===== src/rtl/ox_result_presenter.sv =====
// ox_result_presenter
//   Captures the classifier decision a fixed number of cycles after a submit
//   press, converts the clamped percentage to BCD by repeated subtraction, and
//   presents the result on digit and LED outputs for HOLD_CYCLES cycles.
//
// Ports
//   clk              system clock (rising edge)
//   rst              asynchronous active-low reset
//   submit           submit button level (edge-detected internally)
//   training_active  training controller running; forces IDLE, clears outputs
//   nn_y             classifier decision, 1 = O, 0 = X
//   nn_prob_pct      O probability in percent (values above 100 read as 100)
//   result_valid     a captured result is being presented
//   result_is_O      captured nn_y
//   pct_hundreds     hundreds digit of the captured percentage
//   pct_tens         BCD tens digit
//   pct_ones         BCD ones digit
//   led_bar          bit7 = O/X, bits 6:0 = confidence thermometer
//   busy             capture/conversion in progress
module ox_result_presenter #(
   parameter int SETTLE_CYCLES = 4,
   parameter int HOLD_CYCLES   = 100000000
) (
   input  logic       clk,
   input  logic       rst,
   input  logic       submit,
   input  logic       training_active,
   input  logic       nn_y,
   input  logic [6:0] nn_prob_pct,
   output logic       result_valid,
   output logic       result_is_O,
   output logic       pct_hundreds,
   output logic [3:0] pct_tens,
   output logic [3:0] pct_ones,
   output logic [7:0] led_bar,
   output logic       busy
);

   localparam int HW = (HOLD_CYCLES > 2) ? $clog2(HOLD_CYCLES) : 1;
   localparam logic [7:0]    SETTLE_LOAD = 8'(SETTLE_CYCLES - 1);
   localparam logic [HW-1:0] HOLD_LOAD   = HW'(HOLD_CYCLES - 1);

   typedef enum logic [1:0] {IDLE, SETTLE, CONVERT, HOLD} state_t;

   state_t        state;
   logic          submit_prev;
   logic [7:0]    settle_cnt;
   logic [HW-1:0] hold_cnt;
   logic          cap_y;
   logic [6:0]    p_cap;
   logic [6:0]    rem;
   logic [3:0]    quo;

   logic       submit_edge;
   logic [6:0] p_clamp;

   assign submit_edge = submit & ~submit_prev;
   assign p_clamp     = (nn_prob_pct > 7'd100) ? 7'd100 : nn_prob_pct;
   assign busy        = (state == SETTLE) | (state == CONVERT);

   // Confidence thermometer: one more lit segment per ~14 percent.
   function automatic logic [6:0] thermo(input logic [6:0] p);
      if      (p >= 7'd85) thermo = 7'b1111111;
      else if (p >= 7'd71) thermo = 7'b0111111;
      else if (p >= 7'd57) thermo = 7'b0011111;
      else if (p >= 7'd43) thermo = 7'b0001111;
      else if (p >= 7'd29) thermo = 7'b0000111;
      else if (p >= 7'd15) thermo = 7'b0000011;
      else                 thermo = 7'b0000001;
   endfunction

   always_ff @(posedge clk or negedge rst) begin
      if (!rst) begin
         state        <= IDLE;
         submit_prev  <= 1'b0;
         settle_cnt   <= '0;
         hold_cnt     <= '0;
         cap_y        <= 1'b0;
         p_cap        <= '0;
         rem          <= '0;
         quo          <= '0;
         result_valid <= 1'b0;
         result_is_O  <= 1'b0;
         pct_hundreds <= 1'b0;
         pct_tens     <= '0;
         pct_ones     <= '0;
         led_bar      <= '0;
      end else begin
         submit_prev <= submit;
         if (training_active) begin
            // Training wins over everything, including a same-cycle submit.
            state        <= IDLE;
            settle_cnt   <= '0;
            hold_cnt     <= '0;
            result_valid <= 1'b0;
            result_is_O  <= 1'b0;
            pct_hundreds <= 1'b0;
            pct_tens     <= '0;
            pct_ones     <= '0;
            led_bar      <= '0;
         end else begin
            case (state)
               IDLE: begin
                  if (submit_edge) begin
                     settle_cnt <= SETTLE_LOAD;
                     state      <= SETTLE;
                  end
               end
               SETTLE: begin
                  if (settle_cnt == 8'd0) begin
                     cap_y <= nn_y;
                     p_cap <= p_clamp;
                     rem   <= p_clamp;
                     quo   <= '0;
                     state <= CONVERT;
                  end else begin
                     settle_cnt <= settle_cnt - 8'd1;
                  end
               end
               CONVERT: begin
                  // One subtraction per cycle; at most 10 steps for p = 100.
                  if (rem >= 7'd10) begin
                     rem <= rem - 7'd10;
                     quo <= quo + 4'd1;
                  end else begin
                     pct_ones     <= rem[3:0];
                     pct_hundreds <= (quo == 4'd10);
                     pct_tens     <= (quo == 4'd10) ? 4'd0 : quo;
                     led_bar      <= {cap_y, thermo(p_cap)};
                     result_valid <= 1'b1;
                     result_is_O  <= cap_y;
                     hold_cnt     <= HOLD_LOAD;
                     state        <= HOLD;
                  end
               end
               HOLD: begin
                  if (submit_edge || hold_cnt == '0) begin
                     result_valid <= 1'b0;
                     result_is_O  <= 1'b0;
                     pct_hundreds <= 1'b0;
                     pct_tens     <= '0;
                     pct_ones     <= '0;
                     led_bar      <= '0;
                     hold_cnt     <= '0;
                  end else begin
                     hold_cnt <= hold_cnt - 1'b1;
                  end
                  // A new press abandons the shown result and recaptures.
                  if (submit_edge) begin
                     settle_cnt <= SETTLE_LOAD;
                     state      <= SETTLE;
                  end else if (hold_cnt == '0) begin
                     state <= IDLE;
                  end
               end
               default: state <= IDLE;
            endcase
         end
      end
   end

endmodule


===== config.mk =====
export PLATFORM = sky130hd
export DESIGN_NAME = ox_result_presenter
export DESIGN_NICKNAME = d
export VERILOG_FILES = /design/src/rtl/ox_result_presenter.sv
export SDC_FILE = /design/constraint.sdc
export NUM_CORES = 1
export LEC_CHECK = 0
export BUFFER_PORTS_ARGS = -buffer_cell sky130_fd_sc_hd__clkbuf_2
export CAP_MARGIN = 10
export CORE_ASPECT_RATIO = 2
export CORE_MARGIN = 4
export CORE_UTILIZATION = 40
export DETAILED_ROUTE_END_ITERATION = 8
export PLACE_DENSITY = 0.6
export SLEW_MARGIN = 20
export SYNTH_ARGS = -nofsm -noshare
export SYNTH_HDL_FRONTEND = slang
export SYNTH_SLANG_ARGS = --single-unit

===== constraint.sdc =====
create_clock -name clk -period 5.2 [get_ports clk]
set_input_delay 0.78 -clock clk [delete_from_list [all_inputs] [get_ports clk]]
set_output_delay 0.78 -clock clk [all_outputs]
set_load 0.1 [all_outputs]

==> summary.md, run 1 <==
| Metric | Value |
|---|---|
| Outcome | `complete, no violations` |
| Post-route insts no fill | `approximately 580` |
| Vias in the first global route | `around 3400` |
| CTS tree | `done` |
| H-tree levels | `3` |
| First-pass GRT wire length | `17300 um` |
| Wire length per cell | `18.0 um` |
| Clock-pin slew on the worst setup and hold paths | `about 60 ps` |
| P_leak | `around 2.2 nW` |
| IO buf count | `31` |
| Post-route DRC violation count | `0` |
| Total Wirelength | `approximately 10000 um` |
| DR vias | `between 3000 and 4000` |
| Post-synth top area share | `0.450` |
| Synthesized flop and latch total | `74` |
| Core ar. | `around 10000 um2` |
| Top-count cell post-synth | `dfrtp_1` |
| Sequential Power Share | `0.307` |
| Setup Fix Bufs, Post-CTS | `0` |
| WS Path Type | `reg2reg` |
| Die ar. | `approximately 12000 um2` |
| Main synth FF type | `dfrtp_1` |
| Fmax | `338 MHz` |
| Final GP Congestion | `roughly 0.80` |
| Worst EP required | `around 5500 ps` |
| Largest net degree at the start of global routing | `75` |
| I/O pin cnt | `32` |
| Finished Core Util | `0.466` |
| Die height | `about 150 um` |
| Cell variety after synth | `63` |
| Synthesized cell area | `between 4000 and 5000 um2` |
| Initial Util | `0.408` |
| Area of the multi-input gates | `between 2000 and 2500 um2` |
| Ratio of cells with drive above 1 in the final layout | `0.166` |
| Crit. End Element | `flip-flop` |
| Die W | `between 70 and 80 um` |
| Slew margin rel. | `0.356` |
| Combinational cell fraction of total power | `0.463` |
| Cell row count | `52` |
| CTS max path bufs | `2` |
| Post-Syn Nets | `~440` |
| Grt total ovfl | `0` |
| DP HPWL | `7510 um` |
| Max-Cap Viols | `0` |
| Post-Place Cells | `approximately 570` |
| Int Pwr | `1.57 mW` |
| Hold_buf cts | `0` |
| Dominant cell type by area after synthesis | `dfrtp_1` |
| Nets@finish | `roughly 460` |
| Clk sink count | `74` |
| DRT iter0 DRCs | `just over 200` |
| Worst-Margin Slew | `966 ps` |
| Routed Antenna Nets | `0` |
| CTS root buf | `clkbuf_16` |
| Final Cycle Share | `0.570` |
| Clk Latency, worst-skew pair | `330 ps` |
| Hold slack | `between 400 and 500 ps` |
| Area Growth Syn to Fin | `14.2%` |
| Layout Skew | `6.75 ps` |
| Register area | `between 1500 and 2000 um2` |
| Setup TNS | `0 ps` |
| Vias per cell | `about 6` |
| Post-Synthesis Cells | `413` |
| Switching Share | `0.437` |
| CP Max Fanout | `28` |
| N_diodes | `0` |
| Clk pwr share | `0.230` |
| Filler instances | `around 950` |
| CP arrival | `3230 ps` |
| CTS buffer count | `9` |
| Final setup viols | `0` |
| Drt first pass iters | `4` |
| Synth warnings | `0` |
| Maximum vdd ir drop | `roughly 0.00027 V` |
| Post-synth EDFFs | `0` |
| Post-synth ARST share | `1.00` |
| RSZ-0062 raised after global routing | `no` |
| Startpoint Class | `flip-flop` |
| Post-CTS Resized | `0` |
| Power Density | `592 nW/um2` |
| Seq/Total Area, Yosys | `0.450` |
| Most frequent cells after synthesis | `dfrtp_1, o21ai_0, nand2_1, nor2_1, a21oi_1` |
| Final count of pins violating max slew | `0` |
| Final hold vios | `0` |
| Top cells by area, synth | `dfrtp_1, o21ai_0, ha_1` |
| Post-Syn Area per Cell | `9.97 um2` |
| Fin crit period | `2960 ps` |
| Switch Pwr | `1.22 mW` |
| Hold crit path type | `reg2reg` |
| Overall routing resource usage | `0.184` |
| Initial antenna violation count | `0` |
==> metrics by stage <==
step / area, um2 / worst slack (ps) / power, mW
floorplan: 4120 / 2670 / 1.85
global placement: 4390 / 1950 / 2.11
detailed placement: 4390 / 2120 / 2.14
CTS: 4700 / 2230 / 2.80
global route: 4700 / 1980 / 2.98
finish: 4700 / 2240 / 2.78
==> cells in the final DEF (no fill, tap or decap), types with 3 or more instances in the layout <==
cell type	count
a211oi_1	7
o311ai_0	4
nor4b_1	3
or3_1	12
o31ai_1	13
nand2_1	24
xor2_1	4
nand2b_1	8
or2_2	3
nor2b_1	5
or4_2	3
dfrtp_1	74
a21oi_1	17
nand3b_1	4
or4_1	5
o21a_1	4
clkbuf_16	9
buf_4	4
a32o_1	6
a221o_1	9
or4_4	3
a211o_1	10
nor2_1	23
nand3_1	5
a22o_1	9
inv_1	9
clkbuf_2	30
a31oi_1	5
a21o_1	7
o21ai_0	28
o21ai_1	3
o211ai_1	3
and2_1	5
o2bb2ai_1	5
nor3_1	15
nand4_1	9
ha_1	11
mux2_2	6
nor4_1	7
==> path summary, 6_finish.rpt <==
path,from,end,slack (ps),cells past startpoint
min reg2reg,hold_cnt[19],hold_cnt[19],490,1
max in group asynchronous,rst,quo[1],3980,1
min,hold_cnt[19],hold_cnt[19],490,1
max reg2reg,state[0],led_bar[5],2240,6
min in group asynchronous,rst,hold_cnt[11],580,1
max,state[0],led_bar[5],2240,6
==> layout make-up <==
cell class,instances,share of cell area
Timing Repair Buffer,34,0.0383
Clock inverter,6,0.0154
Sequential cell,74,0.394
Tap cell,135,0.0359
Clock buffer,10,0.0508
Inverter,11,0.00878
Multi-Input combinational cell,311,0.457
==> kinds of logic (layout without fill, tap and decap cells) <==
kind of cell	Yosys count	in the layout	synth area share
and+or+nand+nor	145	145	0.202
AOI/OAI and AO/OA	144	144	0.258
DFF	74	74	0.450
buffers and inverters	28	61	0.0301
adders and majority gates	11	11	0.0334
muxes	7	7	0.0188
xor gates and xnor gates	4	4	0.00851
==> sequential cells by signal (all words and copies together), names as in the netlist <==
register,flops
state,2
quo,4
led_bar,7
pct_tens,4
hold_cnt,27
cap_y,1
rem,7
pct_hundreds,1
result_is_O,1
p_cap,7
submit_prev,1
settle_cnt,8
pct_ones,4
==> routing by layer <==
| metal | routed length (um) | vias up | GRT usage |
|---|---|---|---|
| li1 | - | 1673 | - |
| met1 | 4140 | 1741 | 0.211 |
| met2 | 5800 | 76 | 0.338 |
| met3 | 311 | 19 | 0.0272 |
| met4 | 223 | 0 | 0.0711 |
| met5 | 0 | - | 0 |
==> power by group through the flow <==
stage / clock network, mW / logic (mW) / registers (mW)
after global placement: 0 / 1.26 / 0.854
after CTS: 0.656 / 1.29 / 0.852
after floorplan: 0 / 1.01 / 0.839
final: 0.641 / 1.29 / 0.854
after detailed placement: 0 / 1.28 / 0.862
after global routing: 0.681 / 1.42 / 0.880
==> worst max-delay path: stages, from the launching register on <==
cell	delay [ps]
dfrtp_1	410
inv_1	140
ha_1	580
clkinv_1	410
or3_1	500
nor2_4	580
a32o_1	280
Power figures use the tool's default switching activity.
==> run 2: changes to the inputs <==
--- a/config.mk
+++ b/config.mk
@@ -5,13 +5,14 @@
 export SDC_FILE = /design/constraint.sdc
 export NUM_CORES = 1
 export LEC_CHECK = 0
+export ABC_AREA = 1
 export BUFFER_PORTS_ARGS = -buffer_cell sky130_fd_sc_hd__clkbuf_2
 export CAP_MARGIN = 10
 export CORE_ASPECT_RATIO = 2
 export CORE_MARGIN = 4
 export CORE_UTILIZATION = 40
 export DETAILED_ROUTE_END_ITERATION = 8
-export PLACE_DENSITY = 0.6
+export PLACE_DENSITY = 0.62
 export SLEW_MARGIN = 20
 export SYNTH_ARGS = -nofsm -noshare
 export SYNTH_HDL_FRONTEND = slang
==> constraint.sdc (replaced) <==
create_clock -name clk -period 2.5 [get_ports clk]
set_input_delay 0.375 -clock clk [delete_from_list [all_inputs] [get_ports clk]]
set_output_delay 0.375 -clock clk [all_outputs]
set_load 0.1 [all_outputs]
==> summary.md, run 2 <==
| Metric | Value |
|---|---|
| Outcome | `complete, no violations (unchanged)` |
| DP HPWL | `9510 um (was 7510 um)` |
| Max reg flops | `27 (unchanged)` |
| Post-Syn Area per Cell | `7.19 um2 (was 9.97 um2)` |
| Filler instances | `1167 (was 946)` |
| Clk pwr share | `0.233 (was 0.230)` |
| Overall routing resource usage | `0.193 (was 0.184)` |
| Int Pwr | `3.27 mW (was 1.57 mW)` |
| Clk Latency, worst-skew pair | `340 ps (was 330 ps)` |
| Reg-to-reg startpoint | `settle_cnt[0] (was state[0])` |
| Drt first pass iters | `4 (unchanged)` |
| Nets@finish | `702 (was 464)` |
| First-pass GRT wire length | `20700 um (was 17300 um)` |
| Power Density | `1180 nW/um2 (was 592 nW/um2)` |
| Seq/Total Area, Yosys | `0.397 (was 0.450)` |
| CTS max path bufs | `2 (unchanged)` |
| Post-route DRC violation count | `0 (unchanged)` |
| Sequential Power Share | `0.318 (was 0.307)` |
| Max-Cap Viols | `0 (unchanged)` |
| Top-count cell post-synth | `nand2_1 (was dfrtp_1)` |
| Total Wirelength | `12500 um (was 10500 um)` |
| Largest net degree at the start of global routing | `41 (was 75)` |
| Switching Share | `0.468 (was 0.437)` |
| Final hold vios | `0 (unchanged)` |
| H-tree levels | `3 (unchanged)` |
| Top cells by area, synth | `dfrtp_1, nand2_1, inv_1 (was dfrtp_1, o21ai_0, ha_1)` |
| Final setup viols | `0 (unchanged)` |
| Initial antenna violation count | `0 (unchanged)` |
| Reg2Reg Setup Slack | `480 ps (was 2240 ps)` |
| Synth warnings | `0 (unchanged)` |
| Post-CTS Resized | `0 (unchanged)` |
| Die ar. | `13600 um2 (was 12100 um2)` |
| Routed Antenna Nets | `0 (unchanged)` |
| Switch Pwr | `2.88 mW (was 1.22 mW)` |
| Synthesized flop and latch total | `74 (unchanged)` |
| Slowest stage cell, crit path | `clkbuf_2 (was ha_1)` |
| Commonest non-fill, non-tap cell in the layout | `nand2_1 (was dfrtp_1)` |
| CTS root buf | `clkbuf_16 (unchanged)` |
| CTS buffer count | `9 (unchanged)` |
| Wire length per cell | `15.1 um (was 18.0 um)` |
| Ratio of cells with drive above 1 in the final layout | `0.118 (was 0.166)` |
| Die height | `161 um (was 151 um)` |
| Startpoint Class | `flip-flop (unchanged)` |
| Biggest register | `hold_cnt (unchanged)` |
| Cell row count | `55 (was 52)` |
| Vias per cell | `5.15 (was 6.04)` |
| Fmax | `approximately 460 MHz` |
| Final GP Congestion | `1.00 (was 0.797)` |
| Final Cycle Share | `0.875` |
| Crit. End Element | `output pin (was flip-flop)` |
| Clk sink count | `74 (unchanged)` |
| Slew margin rel. | `0.621 (was 0.356)` |
| Hold crit path type | `in2async (was reg2reg)` |
| DR vias | `4258 (was 3509)` |
| FF-to-FF path depth | `9 (was 6)` |
| Maximum vdd ir drop | `0.000565 V (was 0.000275 V)` |
| Synthesized cell area | `4660 um2 (was 4120 um2)` |
| Setup Fix Bufs, Post-CTS | `0 (unchanged)` |
| Clock-pin slew on the worst setup and hold paths | `60 ps (about the same)` |
| Hold_buf cts | `0 (unchanged)` |
| Most frequent cells in the layout | `nand2_1, dfrtp_1, inv_1, nor2_1, o21ai_0 (was dfrtp_1, clkbuf_2, o21ai_0, nand2_1, nor2_1)` |
| Most frequent cells after synthesis | `nand2_1, dfrtp_1, inv_1, nor2_1, o21ai_0 (was dfrtp_1, o21ai_0, nand2_1, nor2_1, a21oi_1)` |
| Post-synth top area share | `0.397 (was 0.450)` |
| Dominant cell type by area after synthesis | `dfrtp_1 (unchanged)` |
| Max stage delay on crit path | `490 ps (was 580 ps)` |
| Initial Util | `0.411 (was 0.408)` |
| Post-Place Cells | `810 (was 565)` |
| WS Path Type | `reg2out (was reg2reg)` |
| Post-Synthesis Cells | `648 (was 413)` |
| Die W | `84.3 um (was 79.7 um)` |
| Area Growth Syn to Fin | `12.1% (was 14.2%)` |
| I/O pin cnt | `32 (unchanged)` |
| Post-synth EDFFs | `0 (unchanged)` |
| IO buf count | `31 (unchanged)` |
| Layout Skew | `9.01 ps (was 6.75 ps)` |
| Post-route insts no fill | `826 (was 581)` |
| Setup TNS | `0 ps (unchanged)` |
| Core ar. | `11400 um2 (was 10100 um2)` |
| Worst EP required | `2120 ps (was 5470 ps)` |
| Post-Syn Nets | `671 (was 436)` |
| Post-synth ARST share | `1.00 (unchanged)` |
| Worst-Margin Slew | `566 ps (was 966 ps)` |
| CTS tree | `done (unchanged)` |
| Final count of pins violating max slew | `0 (unchanged)` |
| Cell breakdown of the critical path | `inv_1 -> ha_1 -> clkbuf_2 (was inv_1 -> ha_1 -> clkinv_1 -> or3_1 -> nor2_4 -> a32o_1)` |
| Main synth FF type | `dfrtp_1 (unchanged)` |
| Combinational cell fraction of total power | `0.450 (was 0.463)` |
| Cell variety after synth | `40 (was 63)` |
| Worst r2r dst | `settle_cnt[5] (was led_bar[5])` |
| Fin crit period | `about 2200 ps` |
| Vias in the first global route | `4455 (was 3401)` |
| N_diodes | `0 (unchanged)` |
| P_leak | `2.69 nW (was 2.21 nW)` |
| RSZ-0062 raised after global routing | `no (unchanged)` |
| DRT iter0 DRCs | `124 (was 205)` |
| CP Max Fanout | `6 (was 28)` |
| Biggest regs | `hold_cnt x27, settle_cnt x8 (unchanged)` |
| Grt total ovfl | `0 (unchanged)` |
| CP arrival | `1810 ps (was 3230 ps)` |
run 2: changes by cell type after synthesis, sizes merged, moves of 13 or more:
cell,delta
o21ai,+25
nand2,+207
nor2,+57
inv,+67
or3,-13
a21oi,-13
nand3,+41
run 2: through the flow:
step	instance area [um2]	power, mW	hold WS [ps]	utilization	setup slack [ps]
after floorplan	4660	4.11	79.4	-	95.2
after global placement	4900	4.63	380	0.432	610
after detailed placement	4900	4.71	386	0.432	449
after CTS	5230	6.18	22.2	0.460	293
after global routing	5230	6.63	47.8	0.460	225
final	5230	6.15	4.35	0.460	312
run 2: layout make-up:
| class | instances | area (um2) | area share |
|---|---|---|---|
| Sequential cell | 74 | 1850 | 0.354 |
| Multi-Input combinational cell | 481 | 2360 | 0.452 |
| Inverter | 76 | 290 | 0.0555 |
| Tap cell | 142 | 178 | 0.0340 |
| Clock inverter | 7 | 103 | 0.0196 |
| Clock buffer | 9 | 225 | 0.0431 |
| Timing Repair Buffer | 37 | 215 | 0.0412 |
run 2: kinds of logic after synthesis:
logic type               Yosys count  synth area share
buffers and inverters             93            0.0955
XOR/XNOR                          17            0.0319
flip-flops                        74             0.397
AND/OR/NAND/NOR                  377             0.355
AO/OA/AOI/OAI                     76            0.0910
adder cells (fa/ha/maj)           11            0.0295
run 2: critical path: cells and delay by family, from the launching register on:
family	cells	cell delay [ps]
DFF	1	450
buffers and inverters	2	610
adders and majority gates	1	410
run 2: how the worst max path moves through the flow:
stage	startpoint	to	slack [ps]	depth (start not counted)
6_report	state[0]	busy	310	3
5_1_grt	state[0]	busy	220	3
4_1_cts	state[0]	busy	290	3
3_5_place_dp	settle_cnt[0]	settle_cnt[5]	450	9
3_3_place_gp	state[0]	rem[1]	610	8
2_1_floorplan	state[0]	settle_cnt[7]	100	10
run 2: layer usage:
layer	track usage	vias up	routed length (um)
li1	-	2101	-
met1	0.176	2001	4300
met2	0.375	105	7060
met3	0.0262	51	376
met4	0.134	0	764
met5	0	-	0
run 2: power by group through the flow:
stage | Combinational, mW | Clock [mW] | Sequential (mW)
after floorplan | 2.16 | 0 | 1.95
after global placement | 2.69 | 0 | 1.94
after detailed placement | 2.75 | 0 | 1.96
after CTS | 2.77 | 1.46 | 1.94
after global routing | 3.13 | 1.51 | 1.99
final | 2.77 | 1.43 | 1.95
==> run 3: changes to the inputs <==
==> constraint.sdc (replaced) <==
create_clock -name clk -period 2.5 [get_ports clk]
set_input_delay 0.375 -clock clk [delete_from_list [all_inputs] [get_ports clk]]
set_output_delay 0.375 -clock clk [all_outputs]
set_load 0.02 [all_outputs]
==> summary.md, run 3 (synthesis gave the netlist of run 2 again) <==
| Metric | Value |
|---|---|
| CTS tree | `done (unchanged)` |
| Hold_buf cts | `0 (unchanged)` |
| Final hold vios | `0 (unchanged)` |
| Switching Share | `0.456 (was 0.468)` |
| Core ar. | `11400 um2 (unchanged)` |
| Sequential Power Share | `0.335 (was 0.318)` |
| Initial antenna violation count | `0 (unchanged)` |
| Post-route insts no fill | `826 (unchanged)` |
| Final GP Congestion | `1.00 (about the same)` |
| CTS max path bufs | `2 (unchanged)` |
| Crit. End Element | `flip-flop (was output pin)` |
| Final Cycle Share | `0.808 (was 0.875)` |
| Nets@finish | `702 (unchanged)` |
| Combinational cell fraction of total power | `0.440 (was 0.450)` |
| Area Growth Syn to Fin | `11.6% (was 12.1%)` |
| Worst EP required | `2740 ps (was 2120 ps)` |
| Post-CTS Resized | `0 (unchanged)` |
| Commonest non-fill, non-tap cell in the layout | `nand2_1 (unchanged)` |
| RSZ-0062 raised after global routing | `no (unchanged)` |
| Fin crit period | `2020 ps (was 2190 ps)` |
| Startpoint Class | `flip-flop (unchanged)` |
| CP Max Fanout | `13 (was 6)` |
| Biggest register | `hold_cnt (unchanged)` |
| Die W | `84.3 um (unchanged)` |
| Die height | `161 um (unchanged)` |
| Wire length per cell | `14.8 um (was 15.1 um)` |
| Post-Place Cells | `810 (unchanged)` |
| CTS root buf | `clkbuf_16 (unchanged)` |
| Placed Area | `4900 um2 (unchanged)` |
| CTS buffer count | `9 (unchanged)` |
| CP arrival | `2260 ps (was 1810 ps)` |
| H-tree levels | `3 (unchanged)` |
| Setup TNS | `0 ps (unchanged)` |
| Clk sink count | `74 (unchanged)` |
| Initial Util | `0.411 (unchanged)` |
| N_diodes | `0 (unchanged)` |
| Max-Cap Viols | `0 (unchanged)` |
| Vias per cell | `5.18 (was 5.15)` |
| Max reg flops | `27 (unchanged)` |
| Clk pwr share | `0.225 (was 0.233)` |
| P_leak | `2.67 nW (was 2.69 nW)` |
| Filler instances | `1172 (was 1167)` |
| Total Wirelength | `12200 um (was 12500 um)` |
| First-pass GRT wire length | `20900 um (was 20700 um)` |
| Vias in the first global route | `4438 (was 4455)` |
| Cell row count | `55 (unchanged)` |
| Layout Skew | `5.86 ps (was 9.01 ps)` |
| Clock-pin slew on the worst setup and hold paths | `60 ps (about the same)` |
| Switch Pwr | `2.67 mW (was 2.88 mW)` |
| DP HPWL | `9410 um (was 9510 um)` |
| Fmax | `495 MHz (was 457 MHz)` |
| WS Path Type | `reg2reg (was reg2out)` |
| IO buf count | `31 (unchanged)` |
| DRT iter0 DRCs | `195 (was 124)` |
| Die ar. | `13600 um2 (unchanged)` |
| Post-route DRC violation count | `0 (unchanged)` |
| DR vias | `4275 (was 4258)` |
| Outcome | `complete, no violations (unchanged)` |
| Power Density | `1120 nW/um2 (was 1180 nW/um2)` |
| Setup Fix Bufs, Post-CTS | `0 (unchanged)` |
| Worst-Margin Slew | `554 ps (was 566 ps)` |
| I/O pin cnt | `32 (unchanged)` |
| Hold slack | `12.6 ps (was 4.35 ps)` |
| Maximum vdd ir drop | `0.000571 V (was 0.000565 V)` |
| Final setup viols | `0 (unchanged)` |
| Post-route cell area | `5200 um2 (was 5230 um2)` |
| Hold crit path type | `in2async (unchanged)` |
| Slew margin rel. | `0.629 (was 0.621)` |
| Overall routing resource usage | `0.193 (about the same)` |
| Ratio of cells with drive above 1 in the final layout | `0.118 (unchanged)` |
| Routed Antenna Nets | `0 (unchanged)` |
| Largest net degree at the start of global routing | `41 (unchanged)` |
| Clk Latency, worst-skew pair | `330 ps (was 340 ps)` |
| Final count of pins violating max slew | `0 (unchanged)` |
| Int Pwr | `3.18 mW (was 3.27 mW)` |
| Drt first pass iters | `5 (was 4)` |
| Biggest regs | `hold_cnt x27, settle_cnt x8 (unchanged)` |
| Grt total ovfl | `0 (unchanged)` |
| Most frequent cells in the layout | `nand2_1, dfrtp_1, inv_1, nor2_1, o21ai_0 (unchanged)` |
## run 3: final cells by class
class	count	area (um2)	area share
tap	142	178	0.0342
sequential	74	1850	0.356
clock buffer	9	225	0.0433
clock inverter	7	76.3	0.0147
timing repair buffer	37	215	0.0414
multi-input combinational	481	2360	0.455
inverter	76	290	0.0558
## run 3: final timing paths
path,from,endpoint,slack [ps],cells past startpoint
setup / recovery,settle_cnt[0],settle_cnt[5],480,9
hold / removal,rst,hold_cnt[18],10,1
setup reg to reg,settle_cnt[0],settle_cnt[5],480,9
hold reg to reg,led_bar[1],led_bar[1],480,2
max in group asynchronous,rst,led_bar[0],1890,2
min in group clk,submit,submit_prev,160,1
## run 3: layer usage
| metal | routed length, um | part of all wire | track usage |
|---|---|---|---|
| met3 | 357 | 0.029 | 0.0293 |
| met4 | 884 | 0.072 | 0.151 |
| met2 | 6750 | 0.55 | 0.357 |
| met5 | 0 | 0 | 0 |
| met1 | 4250 | 0.35 | 0.185 |
## run 3: power by group through the flow
stage / Combinational (mW) / Sequential [mW] / Clock [mW]
after floorplan: 2.06 / 1.86 / 0
after global placement: 2.51 / 1.94 / 0
after detailed placement: 2.57 / 1.96 / 0
after CTS: 2.58 / 1.95 / 1.35
after global routing: 2.95 / 2.00 / 1.39
final: 2.57 / 1.96 / 1.31
## run 3: through the flow
step           utilization  setup WS [ps]  total power [mW]
2_1_floorplan            -            689              3.92
3_3_place_gp         0.432            603              4.45
3_5_place_dp         0.432            460              4.53
4_1_cts              0.458            472              5.87
5_1_grt              0.458            254              6.34
6_report             0.458            481              5.84
## run 3: critical path: stages (launching register included)
cell and delay (ps):
dfrtp_1 360, inv_1 120, ha_1 270, nand3_2 120, nor2_1 130, nand2_1 270
nand2_2 230, inv_2 130, nand2_1 90, a21boi_0 200
